## src/rtl/uart_rx_fifo.sv

```systemverilog
// uart_rx_fifo: first-word-fall-through byte buffer behind the UART receiver.
// Each entry holds {err, data}. Overflowing writes are dropped and reported
// through a sticky flag. A write that arrives while full is still accepted
// when the head is popped in the same cycle.
module uart_rx_fifo #(
    parameter  int DATA_W = 8,
    parameter  int ERR_W  = 3,
    parameter  int DEPTH  = 16,
    localparam int ADDR_W = $clog2(DEPTH)
) (
    input  logic              i_Clk,
    input  logic              i_Reset,
    input  logic              i_wr_valid,
    input  logic [DATA_W-1:0] i_wr_data,
    input  logic [ERR_W-1:0]  i_wr_err,
    output logic              o_rd_valid,
    output logic [DATA_W-1:0] o_rd_data,
    output logic [ERR_W-1:0]  o_rd_err,
    input  logic              i_rd_ready,
    output logic [ADDR_W:0]   o_count,
    output logic              o_full,
    output logic              o_empty,
    output logic              o_overflow,
    input  logic              i_clr_overflow
);

    localparam int ENTRY_W = ERR_W + DATA_W;
    localparam logic [ADDR_W:0]   CNT_FULL = (ADDR_W + 1)'(DEPTH);
    localparam logic [ADDR_W:0]   CNT_ONE  = (ADDR_W + 1)'(1);
    localparam logic [ADDR_W-1:0] PTR_ONE  = ADDR_W'(1);

    logic [ENTRY_W-1:0] mem_q [DEPTH];
    logic [ADDR_W-1:0]  wr_ptr_q, wr_ptr_d;
    logic [ADDR_W-1:0]  rd_ptr_q, rd_ptr_d;
    logic [ADDR_W:0]    count_q, count_d;
    logic               overflow_q, overflow_d;

    logic               push;
    logic               pop;
    logic               drop;
    logic [ENTRY_W-1:0] head;

    // Status decode from the registered count, plus gated head presentation.
    always_comb begin
        o_count    = count_q;
        o_full     = (count_q == CNT_FULL);
        o_empty    = (count_q == '0);
        o_rd_valid = !o_empty;
        o_overflow = overflow_q;
        head       = mem_q[rd_ptr_q];
        o_rd_data  = o_rd_valid ? head[DATA_W-1:0] : '0;
        o_rd_err   = o_rd_valid ? head[ENTRY_W-1:DATA_W] : '0;
    end

    // Handshake decode and next-state for pointers, count and overflow flag.
    always_comb begin
        // NOTE: every output of this block gets a default first so no path
        // can leave a signal unassigned and infer a latch.
        pop        = o_rd_valid && i_rd_ready;
        push       = i_wr_valid && (!o_full || pop);
        drop       = i_wr_valid && o_full && !pop;
        wr_ptr_d   = wr_ptr_q;
        rd_ptr_d   = rd_ptr_q;
        count_d    = count_q;
        overflow_d = overflow_q;

        if (push) begin
            wr_ptr_d = wr_ptr_q + PTR_ONE;
        end
        if (pop) begin
            rd_ptr_d = rd_ptr_q + PTR_ONE;
        end

        case ({push, pop})
            2'b10:   count_d = count_q + CNT_ONE;
            2'b01:   count_d = count_q - CNT_ONE;
            default: count_d = count_q;
        endcase

        // A drop in the same cycle as a clear request keeps the flag set.
        if (drop) begin
            overflow_d = 1'b1;
        end else if (i_clr_overflow) begin
            overflow_d = 1'b0;
        end
    end

    // Control registers with synchronous reset.
    always_ff @(posedge i_Clk) begin
        // NOTE: sequential state uses non-blocking assignments so every
        // register samples the pre-edge values of the others.
        if (i_Reset) begin
            wr_ptr_q   <= '0;
            rd_ptr_q   <= '0;
            count_q    <= '0;
            overflow_q <= 1'b0;
        end else begin
            wr_ptr_q   <= wr_ptr_d;
            rd_ptr_q   <= rd_ptr_d;
            count_q    <= count_d;
            overflow_q <= overflow_d;
        end
    end

    // Entry storage; writes are blocked while reset is asserted.
    always_ff @(posedge i_Clk) begin
        // NOTE: the array is deliberately not reset; stale entries are never
        // visible because the read side is gated by the count.
        if (!i_Reset && push) begin
            mem_q[wr_ptr_q] <= {i_wr_err, i_wr_data};
        end
    end

endmodule

```

## config.mk

```make
export PLATFORM = sky130hd
export DESIGN_NAME = uart_rx_fifo
export DESIGN_NICKNAME = d
export VERILOG_FILES = /design/src/rtl/uart_rx_fifo.sv
export SDC_FILE = /design/constraint.sdc
export NUM_CORES = 1
export LEC_CHECK = 0
export ABC_AREA = 0
export BUFFER_PORTS_ARGS = -buffer_cell sky130_fd_sc_hd__buf_2
export CAP_MARGIN = 20
export CORE_ASPECT_RATIO = 0.75
export CORE_MARGIN = 10
export CORE_UTILIZATION = 60
export DETAILED_ROUTE_END_ITERATION = 10
export GPL_TIMING_DRIVEN = 0
export PLACE_DENSITY_LB_ADDON = 0.2
export SLEW_MARGIN = 20
export SYNTH_ARGS = -nofsm -noshare
export SYNTH_HDL_FRONTEND = slang
export SYNTH_SLANG_ARGS = --single-unit
```

## constraint.sdc

```tcl
create_clock -name i_Clk -period 2.8 [get_ports i_Clk]
set_input_delay 0.28 -clock i_Clk [delete_from_list [all_inputs] [get_ports i_Clk]]
set_output_delay 0.28 -clock i_Clk [all_outputs]
set_load 0.005 [all_outputs]
```

# Yosys cells after proc, flatten, opt, wreduce, memory -nomap -nowiden
# Memory sizes are Yosys's and may differ from the RTL's. A register that Yosys moved wholly into a read port is not among the register bits.
# Index checks and enable logic that the tools add are counted.
word_totals:
  inputBits: 16
  regBits: 14
  n_memories: 1
  ramBits: 176
classes:
  muxes: 9
  n_addsub: 4
  n_eq_ne: 3
  reduce_logical: 13
mem_list:
  columns: ["name", "words", "width", "read_ports", "rd_ports_with_merged_regs", "wr", "line_no", "rtl"]
  rows:
  - ["mem_q", 16, 11, 1, 1, 1, "32", "logic [ENTRY_W-1:0] mem_q [DEPTH];"]
op_table:
  columns: ["cell", "n"]
  rows:
  - ["one-hot mux 5 bit (2 select lines)", 1]
  - ["adder 4 x 1 -> 4 bit, second input constant", 2]
  - ["two-way mux 4 bit", 2]
  - ["two-way mux 8 bit", 1]
  - ["adder 5 x 1 -> 5 bit, second input constant", 1]
  - ["equality test 5 bit, second input constant", 1]
  - ["logical AND 1 bit", 5]
  - ["zero test 5 bit", 1]
  - ["subtractor 5 x 1 -> 5 bit, second input constant", 1]
  - ["zero test 1 bit", 4]
  - ["two-way mux 1 bit", 4]
  - ["nonzero test 2 bit", 2]
  - ["two-way mux 3 bit", 1]
  - ["equality test 2 x 1 -> 1 bit, second input constant", 1]
  - ["equality test 2 bit, second input constant", 1]
  - ["logical OR 1 bit", 1]

# Logic depth before layout (Yosys ltp)
logic_depth:
  depth_word: 8
  ltp_mapped: 10
  mapped_depth_nobuf: 9

# Least setup slack after synthesis
# Ideal clock, no wire load.
synth_timing:
  path_type: "register to register"
  start: "register count_q[1] (netlist: o_count[1])"
  end: "register count_q[2] (netlist: o_count[2])"
  path_stages_with_launch: 9
  setup_slack_ns: 0.276
  required_ns: 2.677
  arrival_ns: 2.401
  cell_sequence: "dfxtp_1 -> or4_4 -> buf_6 -> o21ai_2 -> xnor2_1 -> ha_1 -> or3_2 -> a21boi_2 -> mux2_1"
synth_via:
  elab_chain_len: 7
  word_cells_on_any_way: 13
  classes_between: "add/sub: 2; eq/ne: 3; mux: 1; reduce/logical: 7"
synth_lines:
  columns: ["element", "line_no", "rtl"]
  rows:
  - ["from (decl)", "35", "logic [ADDR_W:0] count_q, count_d;"]
  - ["from (signal assigned)", "100", "count_q <= count_d;"]
  - ["zero test 5 bit", "47", "o_empty = (count_q == '0);"]
  - ["zero test 1 bit", "48", "o_rd_valid = !o_empty;"]
  - ["logical AND 1 bit", "59", "pop = o_rd_valid && i_rd_ready;"]
  - ["logical OR 1 bit", "60", "push = i_wr_valid && (!o_full || pop);"]
  - ["logical AND 1 bit", "60", null]
  - ["equality test 2 x 1 -> 1 bit or equality test 2 bit (tied branches)", "74", "case ({push, pop})"]
  - ["one-hot mux 5 bit (2 select lines) or nonzero test 2 bit (tied branches)", null, null]
# Several ways; a longest one is shown, not always the timed one.
# A chain may end at the register's enable or synchronous reset.

==> reports/results.ini <==
[power_and_ir_drop]
powerDensity_nw_per_um2 = 855
p_int_mw = 5.51
leakage_nw = 2.87
swShare_pct = 27.3
power.switching_mw = 2.07
seq_power_share_pct = 43.9
finalPower_mw = 7.59
clkPwrFrac_pct = 31.6
ir_worst_vdd_mv = 0.469
power_frac_comb_pct = 24.4

[logic_synthesis]
synth_cell_types = 35
synthArstFlopShare_pct = 0
synth_warnings = 0
yosys.area.top_type_share_pct = 69.0
ys.flop_type = edfxtp_1
synthesis.instances = 377
synth_edf_count = 176
synth_largest_area_cell = edfxtp_1
synth_nets = 400
ys_ff_latch = 194
syn_area_sq_um = 7660
ys_seq_area_share_pct = 73.7
synthTopCellsByArea = edfxtp_1, mux4_2, dfxtp_1
avgSynthCellArea_sq_um = 20.3

[sta]
hold_viol_final = 0
max_slew_margin_pct = 29.4
clock_skew_ns = 0.0114
setup_viol = 0
report.final.slew_viol_count = 0
fmax_mhz = 361
fin_crit_sh_pct = 98.9
finalCriticalPeriod_ns = 2.77
worst_slew_pin_slew_ns = 1.05
whs_ns = 0.152
rsz0062_at_grt = true

[setup_path]
worstPathArrival_ns = 2.49
worstPathMaxFanout = 6
required_ns = 2.52
setup.worst_path.class = reg2out
critPathLaunchType = register
endpoint_kind = output pin

[routing]
firstDrtPassIters = 5
wl_per_cell_um = 27.2
drc = 0
route.met3.wl_um = 1680
drt_wl_total_um = 16800
ant_nets = 0
vias = 3930
met1_length_um = 6900
highest_layer = met5
drt_iter0_markers = 427
dr_wl_met2_um = 8010
vias_per_cell = 6.37

[grt]
grt_pass1_wl_um = 23800
grt_max_degree = 18
grt_pass1_vias = 3716
grt_usage_pct = 18.4
antenna_found_initial = 1
grt-ovfl-total = 0

[cells_and_area]
most-common-layout-cells = edfxtp_1, mux4_2, buf_2
fin_area_sq_um = 8870
finalNetCount = 461
synthToLayoutAreaGrowth_pct = 15.8
drive_gt1_share_pct = 36.1
antenna-diode-count = 0
final_common_cell = edfxtp_1
n_fill_cell = 747

[place]
dp_hpwl_um = 10100
gp_congestion = 0.782
place_area_sq_um = 8060
io_buffer_count = 35

[floorplanning]
core_area_sq_um = 12400
fp-row-count = 35
floorplan.die_area_sq_um = 17700
die_h_um = 118
start_util_pct = 61.8
io_pins = 36
die_w_um = 150

[hold_path]
hold_class = in2reg

[cts]
clk_latency_ns = 0.43
clock_path_buffers = 2
cts_htree_levels = 4
clk_pin_slew_ns = 0.07
hold_buffers = 0
numCtsBuffers = 17
clock-sinks = 194
cts_tree = done
root_buffer = clkbuf_16

[status]
outcome = complete, no violations

[flow_run]
maxCapViolations = 0

==> kinds of logic (layout without fill, tap and decap cells) <==
kind of cell,Yosys count,after routing,synth area share (%)
buffers and inverters,25,99,1.62
muxes,57,57,16.5
DFF,194,194,73.7
and+or+nand+nor,66,66,4.13
AOI/OAI and AO/OA,18,18,1.78
adders and majority gates,7,7,1.14
xor gates and xnor gates,10,10,1.14
==> Yosys cell counts, types with 2 or more instances <==
master and count:
o21ai_2 2, nand2_1 9, nand3b_1 2, xnor2_1 6
nor2_1 34, nor2b_1 13, ha_1 7, dfxtp_1 18
nand4_1 2, o21ai_0 2, a21oi_1 6, buf_2 5
xor2_1 4, nand2b_1 2, mux4_2 55, edfxtp_1 176
inv_1 7, clkbuf_1 10
==> area by class of cell <==
| type | instances | area [sq um] | area share (%) |
|---|---|---|---|
| Sequential cell | 194 | 5650 | 63.7 |
| Multi-Input combinational cell | 158 | 1920 | 21.7 |
| Clock buffer | 18 | 429 | 4.84 |
| Timing Repair Buffer | 43 | 305 | 3.44 |
| Tap cell | 166 | 208 | 2.34 |
| Buffer | 17 | 181 | 2.05 |
| Clock inverter | 14 | 150 | 1.69 |
| Inverter | 7 | 26.3 | 0.296 |
==> power by group through the flow <==
stage / clock, mW / combinational [mW] / sequential [mW]
floorplan: 0 / 1.08 / 3.36
global placement: 0 / 1.60 / 3.36
detailed placement: 0 / 1.65 / 3.37
CTS: 2.40 / 1.72 / 3.32
global route: 2.53 / 2.00 / 3.34
finish: 2.40 / 1.85 / 3.33
==> timing repair <==
item / CTS / global route
gates cloned: 0 / 4
setup buffers: 0 / 3
gates resized for setup: 23 / 16
hold endpoints to repair: 0 / 0
endpoints found under the setup margin: 11 / 78
==> registers in the layout, indices dropped and copies added, names as in the netlist, named ones only <==
| register | flops |
|---|---|
| mem_q | 176 |
| o_count | 5 |
| o_overflow | 1 |
| rd_ptr_q | 4 |
| wr_ptr_q | 4 |
==> layer usage <==
layer | global-route usage, % | vias up
li1 | - | 1633
met1 | 28.4 | 2047
met2 | 24.9 | 225
met3 | 5.19 | 23
met4 | 5.09 | 2
met5 | 0 | -
==> metrics by stage <==
step | util (%) | TNS, ns | worst slack [ns] | instances
2_1_floorplan | - | 0 | 0.276 | 377
3_3_place_gp | 64.9 | -0.293 | -0.0607 | 578
3_5_place_dp | 65.0 | -0.782 | -0.115 | 578
4_1_cts | 70.2 | -0.0126 | -0.00677 | 609
5_1_grt | 71.6 | -2.35 | -0.114 | 617
6_report | 71.6 | 0 | 0.0298 | 617
==> critical path, stage by stage (launching register included) <==
cell and delay (ns):
dfxtp_4 0.38, buf_12 0.16, buf_12 0.14, mux4_2 0.56
mux4_2 0.51, nor2b_1 0.16, buf_2 0.14
==> path summary, 6_finish.rpt <==
path / start / end / slack [ns] / cells past startpoint
max: register / o_rd_data[7] / 0.03 / 6
min: i_clr_overflow / o_overflow / 0.15 / 3
max reg2reg: o_count[2] / mem_q[11][8] / 0.05 / 6
min reg2reg: o_overflow / o_overflow / 0.51 / 2
(Power assumes the default switching activity.)
